**config.mk**
```make
export PLATFORM = sky130hd
export DESIGN_NAME = perc_table
export DESIGN_NICKNAME = d
export VERILOG_FILES = /design/src/rtl/perc_table_pkg.sv /design/src/rtl/perc_table_dot.sv /design/src/rtl/perc_table.sv
export SDC_FILE = /design/constraint.sdc
export NUM_CORES = 2
export LEC_CHECK = 0
export CAP_MARGIN = 20
export CORE_MARGIN = 1.5
export CORE_UTILIZATION = 30
export CTS_CLUSTER_SIZE = 10
export DETAILED_ROUTE_END_ITERATION = 6
export SYNTH_ARGS = -nofsm -noshare
export SYNTH_HDL_FRONTEND = slang
export SYNTH_HIERARCHICAL = 1
export SYNTH_SLANG_ARGS = --single-unit
```
**constraint.sdc**
```tcl
create_clock -name clk -period 5.8 [get_ports clk]
set_clock_uncertainty 0.05 [all_clocks]
set_input_delay 1.45 -clock clk [delete_from_list [all_inputs] [get_ports clk]]
set_output_delay 1.45 -clock clk [all_outputs]
set_load 0.01 [all_outputs]
```
**src/rtl/perc_table_pkg.sv**
```systemverilog
// Shared types and helpers for the self-training perceptron weight table.
// Build option: PERC_TABLE_BYPASS_EN (see perc_table.sv).
package perc_table_pkg;

    // INIT is the post-reset row sweep; the training states follow it.
    typedef enum logic [1:0] {
        INIT    = 2'd0,
        IDLE    = 2'd1,
        T_READ  = 2'd2,
        T_WRITE = 2'd3
    } train_state_e;

    // Integer form of floor(1.93*hist_len + 14).
    function automatic int theta_default(input int hist_len);
        return (193 * hist_len) / 100 + 14;
    endfunction

    // Saturating +/-1 step; the limits are symmetric at +/-wmax.
    function automatic int sat_step(input int weight, input logic dir, input int wmax);
        if (dir) begin
            return (weight >= wmax) ? wmax : weight + 1;
        end
        return (weight <= -wmax) ? -wmax : weight - 1;
    endfunction

endpackage

```
**src/rtl/perc_table_dot.sv**
```systemverilog
// Combinational signed dot product of one perceptron row against a history vector.
// Terms are sign-extended to SUM_W and reduced through a balanced binary tree.
module perc_dot #(
    parameter int W_BITS   = 8,
    parameter int HIST_LEN = 12,
    parameter int SUM_W    = 12
) (
    input  logic [HIST_LEN:0][W_BITS-1:0] weights,
    input  logic [HIST_LEN-1:0]           ghr,
    output logic signed [SUM_W-1:0]       sum
);

    localparam int N_TERMS = HIST_LEN + 1;
    localparam int LEVELS  = $clog2(N_TERMS);
    localparam int N_LEAF  = 1 << LEVELS;

    // Heap layout: node k has children 2k+1 and 2k+2; leaves start at N_LEAF-1.
    logic signed [SUM_W-1:0] node [2*N_LEAF-1];

    function automatic logic signed [SUM_W-1:0] sext(input logic [W_BITS-1:0] w);
        return {{(SUM_W-W_BITS){w[W_BITS-1]}}, w};
    endfunction

    always_comb begin
        for (int k = 0; k < 2*N_LEAF-1; k++) begin
            node[k] = '0;
        end
        node[N_LEAF-1] = sext(weights[0]);
        for (int i = 0; i < HIST_LEN; i++) begin
            node[N_LEAF+i] = ghr[i] ? sext(weights[i+1]) : -sext(weights[i+1]);
        end
        for (int k = N_LEAF-2; k >= 0; k--) begin
            node[k] = node[2*k+1] + node[2*k+2];
        end
        sum = node[0];
    end

endmodule

```
**src/rtl/perc_table.sv**
```systemverilog
// Self-training perceptron weight table: 2-stage predict pipeline plus a threshold-rule train FSM.
// Build option: define PERC_TABLE_BYPASS_EN to forward T_WRITE weights into a same-row stage-1 read.
module perc_table
    import perc_table_pkg::*;
#(
    parameter int  W_BITS   = 8,
    parameter int  HIST_LEN = 12,
    parameter int  N_ROWS   = 16,
    parameter int  THETA    = theta_default(HIST_LEN),
    localparam int IDX_W    = $clog2(N_ROWS),
    localparam int SUM_W    = W_BITS + $clog2(HIST_LEN+1)
) (
    input  logic                    clk,
    input  logic                    rst_n,
    output logic                    init_busy,

    input  logic                    pred_valid,
    input  logic [IDX_W-1:0]        pred_index,
    input  logic [HIST_LEN-1:0]     pred_ghr,
    output logic                    pred_out_valid,
    output logic signed [SUM_W-1:0] pred_sum,
    output logic                    pred_taken,

    // A train request transfers on a rising edge where train_valid && train_ready;
    // the request fields must be stable while train_valid is high and are latched at that edge.
    input  logic                    train_valid,
    output logic                    train_ready,
    input  logic [IDX_W-1:0]        train_index,
    input  logic [HIST_LEN-1:0]     train_ghr,
    input  logic                    train_taken,
    input  logic [SUM_W-1:0]        train_sum,
    output logic                    train_done,
    output logic                    train_upd,

    output train_state_e            dbg_state
);

    typedef logic [HIST_LEN:0][W_BITS-1:0] row_t;

    localparam int                      W_MAX    = 2**(W_BITS-1) - 1;
    localparam logic signed [SUM_W-1:0] THETA_S  = SUM_W'(THETA);
    localparam logic [IDX_W-1:0]        LAST_ROW = IDX_W'(N_ROWS-1);

    row_t table_q [N_ROWS];

    train_state_e            state_q, state_d;
    logic [IDX_W-1:0]        init_cnt_q;
    logic [IDX_W-1:0]        t_idx_q;
    logic [HIST_LEN-1:0]     t_ghr_q;
    logic                    t_taken_q;
    logic signed [SUM_W-1:0] t_sum_q;
    row_t                    t_row_q;
    row_t                    new_row;
    logic                    mispredict;
    logic                    low_conf;
    logic                    do_update;
    logic                    done_d;
    logic                    upd_d;

    row_t                    rd_row;
    logic                    s1_valid;
    row_t                    s1_row;
    logic [HIST_LEN-1:0]     s1_ghr;
    logic signed [SUM_W-1:0] dot_sum;

    assign init_busy   = (state_q == INIT);
    assign train_ready = (state_q == IDLE);
    assign dbg_state   = state_q;

    // Train when the reported sum picked the wrong direction or was not confident enough.
    assign mispredict = (~t_sum_q[SUM_W-1]) != t_taken_q;
    assign low_conf   = (t_sum_q <= THETA_S) && (t_sum_q >= -THETA_S);
    assign do_update  = mispredict || low_conf;

    always_comb begin
        state_d = state_q;
        done_d  = 1'b0;
        upd_d   = 1'b0;
        case (state_q)
            INIT: begin
                if (init_cnt_q == LAST_ROW) begin
                    state_d = IDLE;
                end
            end
            IDLE: begin
                if (train_valid) begin
                    state_d = T_READ;
                end
            end
            T_READ: begin
                if (do_update) begin
                    state_d = T_WRITE;
                end else begin
                    state_d = IDLE;
                    done_d  = 1'b1;
                end
            end
            T_WRITE: begin
                state_d = IDLE;
                done_d  = 1'b1;
                upd_d   = 1'b1;
            end
            default: state_d = INIT;
        endcase
    end

    always_ff @(posedge clk or negedge rst_n) begin
        if (!rst_n) begin
            state_q    <= INIT;
            init_cnt_q <= '0;
            t_idx_q    <= '0;
            t_ghr_q    <= '0;
            t_taken_q  <= 1'b0;
            t_sum_q    <= '0;
            t_row_q    <= '0;
            train_done <= 1'b0;
            train_upd  <= 1'b0;
        end else begin
            state_q    <= state_d;
            train_done <= done_d;
            train_upd  <= upd_d;
            if (state_q == INIT) begin
                init_cnt_q <= init_cnt_q + IDX_W'(1);
            end
            if (state_q == IDLE && train_valid) begin
                t_idx_q   <= train_index;
                t_ghr_q   <= train_ghr;
                t_taken_q <= train_taken;
                t_sum_q   <= $signed(train_sum);
            end
            if (state_q == T_READ) begin
                t_row_q <= table_q[t_idx_q];
            end
        end
    end

    always_comb begin
        new_row    = t_row_q;
        new_row[0] = W_BITS'(sat_step(int'($signed(t_row_q[0])), t_taken_q, W_MAX));
        for (int i = 0; i < HIST_LEN; i++) begin
            new_row[i+1] = W_BITS'(sat_step(int'($signed(t_row_q[i+1])),
                                            t_ghr_q[i] == t_taken_q, W_MAX));
        end
    end

    // Weight storage needs no reset: the INIT sweep clears every row before first use.
    always_ff @(posedge clk) begin
        if (state_q == INIT) begin
            table_q[init_cnt_q] <= '0;
        end else if (state_q == T_WRITE) begin
            table_q[t_idx_q] <= new_row;
        end
    end

    always_comb begin
        rd_row = table_q[pred_index];
`ifdef PERC_TABLE_BYPASS_EN
        if (state_q == T_WRITE && t_idx_q == pred_index) begin
            rd_row = new_row;
        end
`endif
    end

    perc_dot #(
        .W_BITS   (W_BITS),
        .HIST_LEN (HIST_LEN),
        .SUM_W    (SUM_W)
    ) u_dot (
        .weights (s1_row),
        .ghr     (s1_ghr),
        .sum     (dot_sum)
    );

    always_ff @(posedge clk or negedge rst_n) begin
        if (!rst_n) begin
            s1_valid       <= 1'b0;
            s1_row         <= '0;
            s1_ghr         <= '0;
            pred_out_valid <= 1'b0;
            pred_sum       <= '0;
            pred_taken     <= 1'b0;
        end else begin
            s1_valid       <= pred_valid && (state_q != INIT);
            pred_out_valid <= s1_valid;
            if (pred_valid) begin
                s1_row <= rd_row;
                s1_ghr <= pred_ghr;
            end
            if (s1_valid) begin
                pred_sum   <= dot_sum;
                pred_taken <= ~dot_sum[SUM_W-1];
            end
        end
    end

endmodule
```
Yosys cells after proc, flatten, opt, wreduce, memory -nomap -nowiden
Memory sizes are Yosys's and may differ from the RTL's. A register that Yosys moved wholly into a read port is not among the register bits. Index checks and enable logic that the tools add are counted. W data, S select, Z words.

Add/sub/neg operators: 51. Multiply operators: 0. Div/mod/pow operators: 0. Order comparisons: 28. Eq/ne operators: 19. Shift-type cells: 0. Muxes and demuxes: 91. Bitwise logic cells: 2. Reductions and logical operators: 10.

Operator list (count): $mux W8 (52); $mux W12 (12); $neg A8 Y12 (12); $add A12 B12 Y12 (11); $add A8 B2 Y8 const B (13); $ge A8 B8 Y1 const B (13); $le A8 B8 Y1 const B (13); $mux W104 (1); $reduce_or A104 Y1 (1); $sub A8 B2 Y8 const B (13); $mux W1 (20); $add A8 B12 Y12 (1); $eq A1 B1 Y1 (12); $ge A12 B7 Y1 const B (1); $le A12 B7 Y1 const B (1); $pmux W2 S4 (1); $mux W2 (3); $add A4 B1 Y4 const B (1); $eq A2 B2 Y1 const B (2); $eq A4 B4 Y1 const B (1); $mux W4 (1); $logic_and A1 B1 Y1 (3); $eq A2 B1 Y1 const B (1); $logic_not A1 Y1 (2); other kinds (9) (10).

Bits in registers: 64. Bits in latches: 0. RAM bits: 1664. Memory bits (read-only): 0. Bits of input ports: 49. Output and inout port bits: 20. Logic and storage cells: 215. Memories kept: 1.

Memory list: table_q (depth 16, bits a word 104, read ports 2, clocked after Yosys merged registers in 2, wr ports 1, line perc_table.sv:44) `row_t table_q [N_ROWS];`.

Depth between registers and ports, before layout
Word-level depth: 7. Depth in mapped cells: 24. Depth with buffers taken out: 24.

Hierarchy
The synthesis kept the hierarchy.

Modules (own cells, without submodules): perc_table (times used 1, cells each 5154, area each 89587.2 um^2, sequential area each 56774.5 um^2); perc_dot (times used 1, cells each 639, area each 5435.2 um^2, sequential area each 0.0 um^2).

Least setup slack after synthesis
No wires, ideal clock.

Kind: register to register. From: register state_q[0], in the netlist dbg_state[0]. To: memory table_q[10][0] in the netlist's numbering (enable). Library setup time: 0.568 ns. Arrival time: 5.766 ns. Required time: 5.182 ns. Setup slack: -0.584 ns. Cell stages (with the launch flop): 6. Path buffers: 1. Clock period less this slack: 6.384 ns. Cells stage by stage: dfrtp_1 > ha_1 > clkbuf_1 > a32oi_1 > or2_2 > nor2_1.

Cells in the longest elaborated chain, start to end: 6. Elaborated cells between the ends (all ways): 10. Classes of those cells: 1 x eq/ne; 7 x mux; 2 x reduce/logical.

RTL lines: start, declared (line perc_table.sv:46) `train_state_e state_q, state_d;`; start signal, assigned (line perc_table.sv:119) `state_q <= state_d;`; $eq A2 B2 Y1 *; $mux W1 *; via upd_d (line perc_table.sv:58) `logic upd_d;`; $mux W1 * (line perc_table.sv:148) `if (state_q == INIT) begin`; $mux W1 (not written as such) * (line perc_table.sv:151) `table_q[t_idx_q] <= new_row;`; $reduce_or A104 Y1 (no source line); $mux W4 (no source line) / $mux W1 (equally long branches); end, declared (line perc_table.sv:44).

The timed path passes the listed nets; every way through them passes the cells marked *.

Worst setup path after layout
From: register s1_row[65] in the netlist's numbering (read register of table_q). To: register pred_sum[10].

Cells in the longest elaborated chain, start to end: 6.

RTL lines: start, declared (line perc_table.sv:62) `row_t s1_row;`; $neg A8 Y12 (line perc_table_dot.sv:30) `node[N_LEAF+i] = ghr[i] ? sext(weights[i+1]) : -sext(weights[i+1]);`; $mux W12 * (line perc_table_dot.sv:30); $add A12 B12 Y12 * (4 in a row) (line perc_table_dot.sv:33) `node[k] = node[2*k+1] + node[2*k+2];`; via dot_sum[10] (line perc_table.sv:64) `logic signed [SUM_W-1:0] dot_sum;`; end signal, assigned (line perc_table.sv:190) `pred_sum <= dot_sum;`; end, declared (line perc_table.sv:21) `output logic signed [SUM_W-1:0] pred_sum,`.

Marks and branches as above. A chain may end at the register's enable or synchronous reset.

==> summary.md <==
| Metric | Value |
|---|---|
| Status | `finished with violations` |
| Violated checks | `design-rule violations` |
| Fmax | `178.8 MHz` |
| Max-cap check violation count | `0` |
| Min-Delay Path Depth | `1` |
| Worst voltage drop across the vdd grid | `around 3.4 mV` |
| CTS H-Tree Depth | `4` |
| Post-cts hold buffer count | `0` |
| Clock transition at the register clock pins on the worst setup and hold paths after CTS | `~0.060 ns` |
| Clock root buffer | `sky130_fd_sc_hd__clkbuf_16` |
| Final setup TNS | `0 ns` |
| Ys flop type | `sky130_fd_sc_hd__edfxtp_1` |
| Insertion delay to the later sink of the worst-skew pair | `0.89 ns` |
| NumNets Final | `6200` |
| Via count of the first global-routing pass | `59625` |
| Via-to-Cell Ratio | `between 5 and 6` |
| Total wire length | `298600 um` |
| Slew Limit Fails | `0` |
| Number of port buffers | `approximately 70` |
| Data arrival time at the worst-slack endpoint | `between 6 and 7 ns` |
| Type of element launching the critical path | `register` |
| Share of flip-flops with an asynchronous set or reset | `14.05%` |
| DRC violations left | `1` |
| Hold violation total from the final report | `0` |
| Number of standard cells after synthesis | `5793` |
| Post-synthesis sequential element count | `approximately 1900` |
| Average wire per standard cell | `28.92 um` |
| Pre-antenna DRT Iters | `7` |
| Total via count after detailed routing | `about 59000` |
| Total GRT Usage | `18.40%` |
| Leftover overflow at the end of global routing | `0` |
| Areal power density over the cells | `between 600 and 700 mW/mm^2` |
| Min Clock Period, post-route | `~5.6 ns` |
| Die Span X | `565.8 um` |
| Highest-count cells in the layout ignoring fill and taps | `sky130_fd_sc_hd__edfxtp_1, sky130_fd_sc_hd__mux4_2, sky130_fd_sc_hd__nand2_1` |
| Leakage power of the design | `36.18 nW` |
| Global placer's final weighted congestion | `0.8753` |
| Yosys warning total | `6` |
| Vert. Die Dim | `between 500 and 600 um` |
| Slew @ Worst Pin | `1.196 ns` |
| Minimum hold slack | `0.4592 ns` |
| Net count after synthesis | `between 6000 and 7000` |
| Maximum number of pins on one net before global-route repair | `110` |
| TritonCTS clock tree | `yes` |
| Worst reg2reg path startpoint | `s1_row[65]` |
| Crit. Startpoint | `s1_row[65]` |
| Antenna viol nets, final | `0` |
| Commonest non-fill, non-tap cell in the layout | `sky130_fd_sc_hd__edfxtp_1` |
| TritonCTS Buffers | `218` |
| Core area | `0.3150 mm^2` |
| Post-place setup slack | `-0.1463 ns` |
| Min-delay worst type | `reg2reg` |
| Post-detailed-placement cell area | `0.1017 mm^2` |
| Number of DRC markers after the initial detailed-route iteration | `7427` |
| Post-synthesis sequential area ratio | `59.75%` |
| Count of unique library cells instantiated by Yosys | `92` |
| Least setup slack across all paths after layout | `0.2081 ns` |
| Max Root-Sink Buffers | `3` |
| Synthesized cell area | `between 0.09 and 0.1 mm^2` |
| Fill cell count | `a little under 30000` |
| Area of all placed cells without fillers | `approximately 0.11 mm^2` |
| Min-delay src | `t_sum_q[0]` |
| Kind of critical path | `reg2reg` |
| Endpoint required time on the critical path | `6.51 ns` |
| Total I/O pin count | `slightly below 70` |
| EDFF count, synth | `1664` |
| Syn Area/Cell | `16.40 um^2` |
| Die area | `0.3201 mm^2` |
| Final setup violation count | `0` |
| Row Count | `206` |
| FF-to-FF path depth | `22` |
| Synth-to-Final Area Change | `14.60%` |
| Final period utilization | `96.41%` |
| TritonCTS Sinks | `1936` |
| Global-route wire length before repair | `between 400000 and 500000 um` |
| Headroom to the max-slew limit | `20.25%` |
| Kind of end point of the critical path | `register` |
| HPWL after detailed placement | `171600 um` |
| Crit Path Max Fanout | `4` |
| Final design utilization | `34.57%` |
| Antenna violations before repair | `8` |
| Initial core utilization | `30.17%` |
| Layout cells sized above 1 | `27.40%` |
-- layer usage --
metal	vias up	wire length, um	GRT usage [%]
li1	23870	-	-
met2	3381	144000	30.11
met5	-	27	0
met4	4	10700	6.607
met3	582	26790	3.113
met1	31361	117000	24.64
-- kinds of logic after synthesis --
group	synth area share (%)
flops	59.75
mux	21.99
compound gates	6.323
simple gates	4.236
buf+inv	2.985
fa+ha+maj	3.329
xor+xnor	1.390
-- final cells by class --
type | instances | area (um^2) | area share (%)
inverters | 210 | 793.3 | 0.7285
clock buffers | 384 | 6168 | 5.665
well taps | 4160 | 5205 | 4.780
flip-flops and latches | 1936 | 56790 | 52.15
multi-input cells | 3230 | 35900 | 32.96
diodes | 5 | 12.51 | 0.01149
clock inverters | 28 | 466.7 | 0.4286
repair buffers | 370 | 3561 | 3.270
-- metrics by stage --
| stage | instances | power, mW |
|---|---|---|
| final | 10323 | 75.37 |
| after global routing | 10322 | 79.21 |
| after CTS | 10281 | 73.68 |
| after detailed placement | 9869 | 60.38 |
| after global placement | 9867 | 60.15 |
| after floorplan | 5793 | 45.32 |
-- power by group --
group          internal (mW)  leakage, nW  total [mW]  switching (mW)
clock                   7.29         3.14        13.0            5.70
combinational           18.3         14.6        41.0            22.8
sequential              19.0         18.4        21.3            2.31
total                   44.6         36.2        75.4            30.8
-- flip-flops by register name, indices dropped and copies added, names as in the netlist --
name and flops:
t_taken_q 1, dbg_state 2, t_row_q 104, s1_row 104, t_idx_q 4, s1_valid 1
train_done 1, pred_taken 1, train_upd 1, t_ghr_q 12, init_cnt_q 4, t_sum_q 12
s1_ghr 12, pred_out_valid 1, table_q 1664, pred_sum 12
-- path summary, 6_finish.rpt --
| check | to | slack, ns |
|---|---|---|
| max | pred_sum[10] | 0.21 |
| min | t_sum_q[0] | 0.46 |
| max reg2reg | pred_sum[10] | 0.21 |
| min reg2reg | t_sum_q[0] | 0.46 |
| max in group asynchronous | t_row_q[21] | 3.92 |
| min in group asynchronous | s1_row[94] | 0.50 |
-- cell usage after synthesis (all sizes together) (82+ instances only) --
cell type	count	share of area, %
edfxtp	1664	53
mux4	832	20
nand2	433	1.7
o22ai	423	2.8
a21oi	310	1.7
dfrtp	272	7.2
buf	234	1.4
inv	210	0.83
nor2	201	0.79
clkbuf	183	0.75
mux2	171	2.0
fa	113	2.4
xnor2	82	0.80
-- worst max-delay path: stages (launching register included) --
cell and delay [ns]:
sky130_fd_sc_hd__dfrtp_1 0.40, sky130_fd_sc_hd__inv_1 0.06, sky130_fd_sc_hd__ha_1 0.26, sky130_fd_sc_hd__mux2_2 0.30
sky130_fd_sc_hd__fa_2 0.58, sky130_fd_sc_hd__inv_1 0.07, sky130_fd_sc_hd__fa_1 0.48, sky130_fd_sc_hd__fa_1 0.46
sky130_fd_sc_hd__fa_1 0.51, sky130_fd_sc_hd__inv_1 0.05, sky130_fd_sc_hd__fa_1 0.55, sky130_fd_sc_hd__ha_2 0.18
sky130_fd_sc_hd__inv_1 0.05, sky130_fd_sc_hd__fa_2 0.33, sky130_fd_sc_hd__nor2b_1 0.13, sky130_fd_sc_hd__o21ai_1 0.11
sky130_fd_sc_hd__a21boi_2 0.15, sky130_fd_sc_hd__o21a_1 0.18, sky130_fd_sc_hd__o21ai_2 0.07, sky130_fd_sc_hd__nand2b_1 0.08
sky130_fd_sc_hd__a21oi_2 0.06, sky130_fd_sc_hd__xnor2_1 0.12, sky130_fd_sc_hd__mux2_2 0.26
-- repair_timing --
action	in CTS	in global routing
buffers inserted	0	17
setup endpoints to repair	3	6
gates resized for setup	5	58
cloned	0	0
pin swaps	0	22
Note: power is estimated with default switching activity, not from simulation.
